**src/rtl/shift_pkg.sv**
```systemverilog
// rtl/shift_pkg.sv - shared encodings for the sequential shifter
// Purpose: mode and FSM state encodings used by seq_shift_unit and shift_step.
// Ports: none (package).
package shift_pkg;

  localparam logic [1:0] MODE_LSL = 2'b00;
  localparam logic [1:0] MODE_LSR = 2'b01;
  localparam logic [1:0] MODE_ASR = 2'b10;
  localparam logic [1:0] MODE_ROR = 2'b11;

  typedef enum logic {
    ST_IDLE  = 1'b0,
    ST_SHIFT = 1'b1
  } state_t;

endpackage

```
**src/rtl/shift_step.sv**
```systemverilog
// rtl/shift_step.sv - one-position shift step with ejected bit
// Purpose: combinational single-bit shift of the working value in the selected mode.
// Ports:
//   i_work  [WIDTH-1:0] current working value
//   i_mode  [1:0]       shift mode (shift_pkg MODE_*)
//   o_work  [WIDTH-1:0] working value after one step
//   o_eject             bit shifted out this step (always 0 for rotate)
module shift_step
  import shift_pkg::*;
#(
  parameter int WIDTH = 8
) (
  input  logic [WIDTH-1:0] i_work,
  input  logic [1:0]       i_mode,
  output logic [WIDTH-1:0] o_work,
  output logic             o_eject
);

  always_comb begin
    o_work  = i_work;
    o_eject = 1'b0;
    case (i_mode)
      MODE_LSL: begin
        o_work  = {i_work[WIDTH-2:0], 1'b0};
        o_eject = i_work[WIDTH-1];
      end
      MODE_LSR: begin
        o_work  = {1'b0, i_work[WIDTH-1:1]};
        o_eject = i_work[0];
      end
      MODE_ASR: begin
        o_work  = {i_work[WIDTH-1], i_work[WIDTH-1:1]};
        o_eject = i_work[0];
      end
      MODE_ROR: begin
        // Rotation loses no information, so nothing feeds the sticky flag.
        o_work  = {i_work[0], i_work[WIDTH-1:1]};
        o_eject = 1'b0;
      end
      default: begin
        o_work  = i_work;
        o_eject = 1'b0;
      end
    endcase
  end

endmodule

```
**src/rtl/seq_shift_unit.sv**
```systemverilog
// rtl/seq_shift_unit.sv - multi-cycle shifter, one bit position per clock
// Purpose: shifts In1 by Amount positions in one of four modes using a
//   Start/Busy/Done handshake, producing a registered result and sticky flag.
// Ports:
//   Clk                 system clock, rising edge
//   Reset               synchronous active-high reset
//   Start               request, sampled only while idle
//   Mode   [1:0]        00 LSL, 01 LSR, 10 ASR, 11 ROR
//   Amount [AMT_W-1:0]  number of positions to shift
//   In1    [WIDTH-1:0]  operand
//   Out    [WIDTH-1:0]  result, held until the next completion
//   Sticky              OR of all ejected bits, held with Out
//   Busy                high while an operation is in progress
//   Done                one-cycle pulse when Out/Sticky update
module seq_shift_unit
  import shift_pkg::*;
#(
  parameter int WIDTH = 8,
  parameter int AMT_W = 3
) (
  input  logic             Clk,
  input  logic             Reset,
  input  logic             Start,
  input  logic [1:0]       Mode,
  input  logic [AMT_W-1:0] Amount,
  input  logic [WIDTH-1:0] In1,
  output logic [WIDTH-1:0] Out,
  output logic             Sticky,
  output logic             Busy,
  output logic             Done
);

  localparam logic [AMT_W-1:0] CNT_ONE  = AMT_W'(1);
  localparam logic [AMT_W-1:0] CNT_ZERO = '0;

  state_t           r_state;
  state_t           w_next_state;
  logic [WIDTH-1:0] r_work;
  logic [AMT_W-1:0] r_cnt;
  logic [1:0]       r_mode;
  logic             r_stk;
  logic [WIDTH-1:0] r_out;
  logic             r_sticky;
  logic             r_done;

  logic [WIDTH-1:0] w_step_work;
  logic             w_step_eject;
  logic             w_cnt_zero;

  assign w_cnt_zero = (r_cnt == CNT_ZERO);

  shift_step #(
    .WIDTH (WIDTH)
  ) u_step (
    .i_work  (r_work),
    .i_mode  (r_mode),
    .o_work  (w_step_work),
    .o_eject (w_step_eject)
  );

  always_comb begin
    w_next_state = r_state;
    case (r_state)
      ST_IDLE:  if (Start)      w_next_state = ST_SHIFT;
      ST_SHIFT: if (w_cnt_zero) w_next_state = ST_IDLE;
      default:                  w_next_state = ST_IDLE;
    endcase
  end

  always_ff @(posedge Clk) begin
    if (Reset) begin
      r_state  <= ST_IDLE;
      r_work   <= '0;
      r_cnt    <= '0;
      r_mode   <= MODE_LSL;
      r_stk    <= 1'b0;
      r_out    <= '0;
      r_sticky <= 1'b0;
      r_done   <= 1'b0;
    end else begin
      r_state <= w_next_state;
      r_done  <= 1'b0;
      case (r_state)
        ST_IDLE: begin
          if (Start) begin
            r_work <= In1;
            r_cnt  <= Amount;
            r_mode <= Mode;
            r_stk  <= 1'b0;
          end
        end
        ST_SHIFT: begin
          if (!w_cnt_zero) begin
            r_work <= w_step_work;
            r_stk  <= r_stk | w_step_eject;
            r_cnt  <= r_cnt - CNT_ONE;
          end else begin
            r_out    <= r_work;
            r_sticky <= r_stk;
            r_done   <= 1'b1;
          end
        end
        default: ;
      endcase
    end
  end

  assign Out    = r_out;
  assign Sticky = r_sticky;
  assign Busy   = (r_state == ST_SHIFT);
  assign Done   = r_done;

endmodule

```
**config.mk**
```make
export PLATFORM = sky130hd
export DESIGN_NAME = seq_shift_unit
export DESIGN_NICKNAME = d
export VERILOG_FILES = /design/src/rtl/shift_pkg.sv /design/src/rtl/shift_step.sv /design/src/rtl/seq_shift_unit.sv
export SDC_FILE = /design/constraint.sdc
export NUM_CORES = 1
export LEC_CHECK = 0
export BUFFER_PORTS_ARGS = -buffer_cell sky130_fd_sc_hd__buf_4
export CORE_MARGIN = 3
export CORE_UTILIZATION = 35
export CTS_CLUSTER_SIZE = 30
export DETAILED_ROUTE_END_ITERATION = 10
export SYNTH_ARGS = -nofsm -noshare
export SYNTH_HDL_FRONTEND = slang
export SYNTH_HIERARCHICAL = 1
export SYNTH_SLANG_ARGS = --single-unit
```
**constraint.sdc**
```tcl
create_clock -name Clk -period 2.8 [get_ports Clk]
set_input_delay 0 -clock Clk [delete_from_list [all_inputs] [get_ports Clk]]
set_output_delay 0 -clock Clk [all_outputs]
set_load 0.01 [all_outputs]
```
==> flow_metrics.tcl, run 1 <==
set metrics [dict create \
    status "complete, no violations" \
    via_count 1162 \
    slowest_delay_ns 0.37 \
    final_cell_mix "nand2_1 (32), buf_4 (27), dfxtp_1 (25), o21ai_0 (14), a21oi_1 (11)" \
    cp_max_fo 11 \
    die-area_mm2 0.00446 \
    cts_max_level 1 \
    insertion_delay_ns 0.27 \
    grt_pass1_wl_um 5110 \
    cts_tree "done" \
    tns_ns 0 \
    hold_path_startpoint "Amount[0]" \
    peakVddDrop_mv 0.239 \
    clkSinkCount 25 \
    ios 27 \
    p_sw_frac 0.294 \
    synthCells 159 \
    initial_core_util 0.376 \
    synth_warnings 6 \
    drv_cap 0 \
    required_ns 2.98 \
    diodes 0 \
    cts_buffer_depth 2 \
    seq_power_share 0.517 \
    post-route-min-period_ns 1.68 \
    area_growth_pct 21.0 \
    setup_viol 0 \
    critPathCaptureType "flop" \
    io_buffers 26 \
    p_switching_mw 0.228 \
    core-area_mm2 0.00344 \
    clk_pin_slew_ns 0.09 \
    fmax_mhz 594 \
    rsz0062_at_grt "no" \
    postSynthNetCount 181 \
    ys_ff_latch 25 \
    grt_use_met3 0.0388 \
    drc 0 \
    synth_cell_types 30 \
    antenna_found_initial 0 \
    root_buffer "clkbuf_8" \
    worstSetupPathType "reg -> reg" \
    crit_slowest_cell "nand3b_1" \
    row_count 21 \
    met1_usage 0.198 \
    startpoint "r_cnt[0]$_SDFFE_PP0P_" \
    hold_path.class "in -> reg" \
    firstDrtPassIters 4 \
    skew_ns 0.00721 \
    crit_buf_inv 1 \
    yosysSeqAreaShare 0.387 \
    ff2ff_setup_slack_ns 1.12 \
    finalPower_mw 0.775 \
    hpwl_um 2060 \
    viasPerCell 5.10 \
    power.density_mw_per_mm2 495 \
    r2r_start "r_cnt[0]$_SDFFE_PP0P_" \
    p_leak_nw 0.612 \
    p_clk_frac 0.279 \
    cts.repair.resized 0 \
    cp-start-kind "flop" \
    post_cts_buffers 0 \
    die_x_um 66.8 \
    crit_chain "inv_1 -> ha_1 -> nand3b_1 -> o21ai_1 -> a2111oi_2" \
    drt_iter0_drc 93 \
    internal_power_mw 0.547 \
    reg2reg_to "r_cnt[0]$_SDFFE_PP0P_" \
    path_depth 5 \
    tightest_slew_ns 0.489 \
    syn_avg_cell_area_um2 8.14 \
    r2r_cells 5 \
    cp_top_family "compound AO/OA/AOI/OAI gates" \
    ant_nets 0 \
    grt-busiest-layer "met2" \
    final_common_cell "nand2_1" \
    wl_um 2960 \
    timing.slew.headroom 0.674 \
    crit_path_end "r_cnt[0]$_SDFFE_PP0P_" \
    grt_start_max_net_pins 26 \
    combPwrFrac 0.204 \
    met2_usage 0.234 \
    grt_remaining_overflow 0 \
    syn_area_mm2 0.00129 \
    arrival_ns 1.86 \
    place_congestion 0.759 \
    slew_viol_final 0 \
    drive_above_1_share 0.192 \
    fin_nets 205 \
    cts_buffers 3 \
    first_global_vias 1141 \
    die_y_um 66.8 \
    final-hold-violation-count 0 \
    grt_usage 0.148 \
    routedWlPerCell_um 13.0 \
    min_period_over_period 0.601 \
]
per-stage QoR:
| stage | hold slack (ns) | cells | utilization | setup WS [ns] | cell area, um2 |
|---|---|---|---|---|---|
| floorplan | 0.136 | 159 | - | 1.42 | 1290 |
| global placement | 0.246 | 221 | 0.433 | 1.18 | 1490 |
| detailed placement | 0.259 | 221 | 0.433 | 1.10 | 1490 |
| CTS | 0.0562 | 228 | 0.455 | 1.08 | 1570 |
| global route | 0.0948 | 228 | 0.455 | 0.990 | 1570 |
| finish | 0.0578 | 228 | 0.455 | 1.12 | 1570 |
sequential cells by signal, summed over array words and instances (netlist names):
name    flops
Sticky      1
Out         8
Busy        1
r_work      8
Done        1
r_mode      2
r_cnt       3
r_stk       1
worst min-delay path by stage:
stage                                        end  cells past startpoint
after CTS                  r_cnt[0]$_SDFFE_PP0P_                      3
after global routing             Done$_SDFF_PP0_                      2
after floorplan           r_mode[0]$_SDFFE_PP0P_                      2
after global placement     r_cnt[2]$_SDFFE_PP0P_                      3
final                      r_cnt[0]$_SDFFE_PP0P_                      3
after detailed placement   r_cnt[2]$_SDFFE_PP0P_                      3
Yosys cell counts (all sizes together):
master / n / area share
inv: 4 / 0.012
clkbuf: 5 / 0.015
nor3b: 1 / 0.0097
ha: 6 / 0.058
or2b: 1 / 0.0058
and3b: 1 / 0.0068
buf: 6 / 0.035
o21ai: 15 / 0.058
and3: 1 / 0.0048
nor4bb: 1 / 0.0077
nand2b: 1 / 0.0048
a221oi: 1 / 0.0068
a31oi: 9 / 0.044
nor2: 6 / 0.017
a21oi: 11 / 0.043
a2111oi: 1 / 0.012
a32oi: 1 / 0.0068
a22oi: 1 / 0.0058
nor2b: 1 / 0.0048
nand2: 32 / 0.093
nand3: 8 / 0.031
nand3b: 2 / 0.012
mux2i: 10 / 0.077
or2: 9 / 0.044
dfxtp: 25 / 0.39
tightest hold or removal path: stages:
cell and delay (ns):
buf_4 0.11, nor2_1 0.12, a2111oi_2 0.06
area by class of cell:
type,instances,area [um2]
well taps,46,57.6
clock inverters,1,5.00
multi-input cells,119,713
inverters,4,15.0
flip-flops and latches,25,500
repair buffers,30,233
clock buffers,3,41.3
fillers,357,1880
per-layer routing:
metal	routed length [um]	part of all wire
met1	1450	0.49
met2	1370	0.46
met3	113	0.038
met4	16	0.0054
met5	0	0
cell families (layout without fill, tap and decap cells):
group                      after synthesis  in the layout  share of synthesized area
and+or+nand+nor                         64             64                      0.241
DFF                                     25             25                      0.387
adders and majority gates                6              6                     0.0580
muxes                                   10             10                     0.0774
AOI/OAI and AO/OA                       39             39                      0.175
buffers and inverters                   15             38                     0.0619
power by group through the flow:
stage	clock [mW]	combinational (mW)	sequential [mW]
6_report	0.216	0.158	0.401
2_1_floorplan	0	0.115	0.402
4_1_cts	0.224	0.159	0.400
5_1_grt	0.239	0.180	0.405
3_5_place_dp	0	0.155	0.409
3_3_place_gp	0	0.151	0.408
what timing repair did:
item | CTS | global route
hold buffers | 3 | 0
setup endpoints to repair | 0 | 0
endpoints found under the hold margin | 3 | 0
No activity file was read; power rests on OpenSTA's default activity.
==> run 2: changes to the inputs <==
clock period = 1.7 ns   (was 2.8 ns; I/O delays follow)
==> run 2 against run 1 <==
Effect of this change: sequential power up 63%; die area unchanged; wire length down 1.0%; critical endpoint is now r_stk$_SDFFE_PP0P_; highest routed layer unchanged; final area up 2.1%; maximum frequency up 16%; clock-buffer cell count unchanged; sequential cell count unchanged; cell count up 1.8%; utilization up 0.95 points; total power up 68%; register-to-register slack worse by 0.86 ns.
==> flow_metrics.tcl, run 2 (synthesis results as in run 1) <==
set metrics [dict create \
    fmax_mhz 691 \
    drv_cap 0 \
    die-area_mm2 0.00446 \
    rsz0062_at_grt "no" \
    required_ns 1.87 \
    first_global_vias 1137 \
    p_leak_nw 0.627 \
    status "complete, no violations" \
    wl_um 2930 \
    die_y_um 66.8 \
    crit_chain "inv_1 -> ha_1 -> o21ai_0 -> a32oi_1 -> nor2_1" \
    crit_slowest_cell "ha_1" \
    grt_pass1_wl_um 5110 \
    cts_tree "done" \
    slowest_delay_ns 0.47 \
    fin_nets 209 \
    cts_buffers 3 \
    cp_max_fo 17 \
    power.density_mw_per_mm2 816 \
    clkSinkCount 25 \
    slew_viol_final 0 \
    insertion_delay_ns 0.28 \
    initial_core_util 0.376 \
    skew_ns 0.0107 \
    drc 0 \
    grt_usage 0.150 \
    final_common_cell "nand2_1" \
    place_congestion 0.815 \
    root_buffer "clkbuf_8" \
    hold_path.class "in -> reg" \
    via_count 1166 \
    finalPower_mw 1.30 \
    clk_pin_slew_ns 0.10 \
    ant_nets 0 \
    worstSetupPathType "reg -> reg" \
    critPathCaptureType "flop" \
    fin_cells 232 \
    core-area_mm2 0.00344 \
    r2r_start "r_mode[0]$_SDFFE_PP0P_" \
    die_x_um 66.8 \
    whs_ns 0.0562 \
    final_cell_area_mm2 0.00160 \
    post-place-cells 225 \
    routedWlPerCell_um 12.6 \
    internal_power_mw 0.917 \
    cp-start-kind "flop" \
    antenna_found_initial 0 \
    firstDrtPassIters 4 \
    drt_iter0_drc 70 \
    fin_util 0.464 \
    grt_start_max_net_pins 26 \
    combPwrFrac 0.213 \
    row_count 21 \
    tightest_slew_ns 0.482 \
    diodes 0 \
    post-route-min-period_ns 1.45 \
    p_clk_frac 0.284 \
    p_switching_mw 0.387 \
    cts_max_level 1 \
    setup_viol 0 \
    io_buffers 26 \
    viasPerCell 5.03 \
    seq_power_share 0.502 \
    cts.repair.resized 0 \
    ios 27 \
    area_growth_pct 23.5 \
    peakVddDrop_mv 0.532 \
    arrival_ns 1.62 \
    tns_ns 0 \
    min_period_over_period 0.851 \
    hpwl_um 2050 \
    grt_remaining_overflow 0 \
    final_cell_mix "nand2_1 (32), buf_4 (31), dfxtp_1 (25), o21ai_0 (14), a21oi_1 (11)" \
    post-place-ws_ns 0.266 \
    final-hold-violation-count 0 \
    place_area_mm2 0.00152 \
    hold_path_startpoint "Amount[0]" \
    cts_buffer_depth 2 \
    startpoint "r_mode[0]$_SDFFE_PP0P_" \
    final_critical_path_setup_slack_ns 0.253 \
    timing.slew.headroom 0.679 \
    p_sw_frac 0.297 \
    drive_above_1_share 0.210 \
]
## run 2: cell count changes in the layout (fill, tap and decap cells not counted), sizes merged
cell      before  now
clkinv         1    0
buf           27   31
clkinvlp       0    1
## run 2: worst paths after layout
| path | to | slack (ns) | cells after the start |
|---|---|---|---|
| min reg2reg | Out[3]$_SDFFE_PP0P_ | 0.46 | 2 |
| min | r_cnt[0]$_SDFFE_PP0P_ | 0.06 | 3 |
| max | r_stk$_SDFFE_PP0P_ | 0.25 | 5 |
| max reg2reg | r_stk$_SDFFE_PP0P_ | 0.25 | 5 |
## run 2: per-layer routing
layer	track usage	part of all wire
met3	0.0388	0.061
met1	0.191	0.46
met2	0.255	0.47
met5	0	0
met4	0.0305	0.0058
## run 2: worst max-delay path: cells and delay by family, from the launching register on
family / cells / cell delay (ns)
compound gates: 2 / 0.39
fa+ha+maj: 1 / 0.47
buf+inv: 1 / 0.10
flops: 1 / 0.34
simple gates: 1 / 0.05
## run 2: cell type report
type                       instances  area [um2]
sequential                        25         500
fill                             352        1840
clock buffer                       3        41.3
multi-input combinational        119         713
timing repair buffer              34         263
tap                               46        57.6
clock inverter                     1        7.51
inverter                           4        15.0
## run 2: repair_timing
action                    CTS  global route
hold endpoints to repair    3             0
hold buffers                3             0
setup buffers               0             0
## run 2: power groups by stage
stage | sequential (mW) | clock [mW] | combinational (mW)
floorplan | 0.662 | 0 | 0.190
global placement | 0.667 | 0 | 0.268
detailed placement | 0.668 | 0 | 0.275
CTS | 0.655 | 0.385 | 0.282
global route | 0.661 | 0.406 | 0.317
finish | 0.655 | 0.371 | 0.278
==> run 3: changes to the inputs <==
==> constraint.sdc (replaced) <==
create_clock -name Clk -period 1.7 [get_ports Clk]
set_input_delay 0.085 -clock Clk [delete_from_list [all_inputs] [get_ports Clk]]
set_output_delay 0.085 -clock Clk [all_outputs]
set_load 0.01 [all_outputs]
==> run 3 against run 2 <==
Effect of this change: non-clock buffer count decreased by 3; highest routed layer unchanged; final area is 1.9% lower; sequential share of layout area grew 0.60 points; critical path depth unchanged.
==> flow_metrics.tcl, run 3 (synthesis results as in run 1) <==
set metrics [dict create \
    status "complete, no violations" \
    first_global_vias 1128 \
    die-area_mm2 0.00446 \
    hold_depth 3 \
    timing.slew.headroom 0.679 \
    die_y_um 66.8 \
    cts.repair.resized 0 \
    clkSinkCount 25 \
    wl_um 2910 \
    rsz0062_at_grt "no" \
    initial_core_util 0.376 \
    cp-start-kind "flop" \
    grt_start_max_net_pins 26 \
    fmax_mhz 691 \
    final_cell_mix "nand2_1 (32), buf_4 (31), dfxtp_1 (25), o21ai_0 (14), a21oi_1 (11)" \
    viasPerCell 5.05 \
    drt_iter0_drc 69 \
    tightest_slew_ns 0.481 \
    routedWlPerCell_um 12.7 \
    slowest_delay_ns 0.44 \
    required_ns 1.90 \
    io_buffers 26 \
    cts_buffer_depth 2 \
    grt_remaining_overflow 0 \
    row_count 21 \
    r2r_cells 5 \
    skew_ns 0.0110 \
    setup_viol 0 \
    area_growth_pct 21.2 \
    drv_cap 0 \
    crit_slowest_cell "and3b_1" \
    p_leak_nw 0.615 \
    root_buffer "clkbuf_8" \
    cp_max_fo 10 \
    ant_nets 0 \
    grt_pass1_wl_um 5060 \
    power.density_mw_per_mm2 828 \
    slew_viol_final 0 \
    critPathCaptureType "flop" \
    drive_above_1_share 0.213 \
    hold_path.class "in -> reg" \
    insertion_delay_ns 0.28 \
    diodes 0 \
    place_congestion 0.815 \
    core-area_mm2 0.00344 \
    whs_ns 0.0547 \
    cts_tree "done" \
    grt_usage 0.149 \
    drc 0 \
    clk_pin_slew_ns 0.10 \
    final-hold-violation-count 0 \
    worstSetupPathType "reg -> reg" \
    min_period_over_period 0.851 \
    arrival_ns 1.65 \
    crit_chain "inv_1 -> ha_1 -> and3b_1 -> nand2_1 -> a21oi_1" \
    cts_buffers 3 \
    final_common_cell "nand2_1" \
    cts_max_level 1 \
    via_count 1156 \
    die_x_um 66.8 \
    tns_ns 0 \
    fin_nets 206 \
    peakVddDrop_mv 0.530 \
    post-route-min-period_ns 1.45 \
    antenna_found_initial 0 \
    firstDrtPassIters 4 \
    post_cts_buffers 0 \
    hpwl_um 2050 \
    cts_hold_buf 0 \
    ios 27 \
]
## run 3: cell types whose count changed in the layout (fill, tap and decap cells not counted), sizes merged
| cell | previous run | this run |
|---|---|---|
| dlygate4sd3 | 3 | 0 |
## run 3: where the power goes
part | switching [mW] | total [mW] | internal [mW]
Clock | 0.204 | 0.370 | 0.166
Sequential | 0.0339 | 0.655 | 0.621
Combinational | 0.148 | 0.273 | 0.125
Total | 0.386 | 1.30 | 0.913
## run 3: worst max-delay path: cells and delay by family, from the launching register on
kind | cells | cell delay, ns
AND/OR/NAND/NOR | 2 | 0.57
flip-flops | 1 | 0.33
adder cells (fa/ha/maj) | 1 | 0.22
AO/OA/AOI/OAI | 1 | 0.15
buffers and inverters | 1 | 0.11
## run 3: per-stage QoR
| stage | power [mW] | cell area [um2] | setup slack [ns] | utilization | cells |
|---|---|---|---|---|---|
| floorplan | 0.851 | 1290 | 0.320 | - | 159 |
| global placement | 0.935 | 1520 | 0.322 | 0.441 | 225 |
| detailed placement | 0.944 | 1520 | 0.266 | 0.441 | 225 |
| CTS | 1.32 | 1570 | 0.233 | 0.455 | 229 |
| global route | 1.38 | 1570 | 0.0402 | 0.455 | 229 |
| finish | 1.30 | 1570 | 0.253 | 0.455 | 229 |
## run 3: final timing paths
check	startpoint	end	slack [ns]
max	r_cnt[0]$_SDFFE_PP0P_	Out[4]$_SDFFE_PP0P_	0.25
min	Mode[1]	r_mode[1]$_SDFFE_PP0P_	0.05
max reg2reg	r_cnt[0]$_SDFFE_PP0P_	Out[4]$_SDFFE_PP0P_	0.25
min reg2reg	Out[3]$_SDFFE_PP0P_	Out[3]$_SDFFE_PP0P_	0.46
## run 3: area by class of cell
type	instances	area, um2
tap	46	57.6
clock inverter	1	7.51
timing repair buffer	31	233
fill	355	1870
inverter	4	15.0
multi-input combinational	119	713
sequential	25	500
clock buffer	3	41.3
## run 3: per-layer routing
metal / part of all wire / global-route usage / up-vias
li1: - / - / 602
met1: 0.44 / 0.189 / 522
met2: 0.48 / 0.252 / 30
met3: 0.072 / 0.0388 / 2
met4: 0.0058 / 0.0305 / 0
met5: 0 / 0 / -
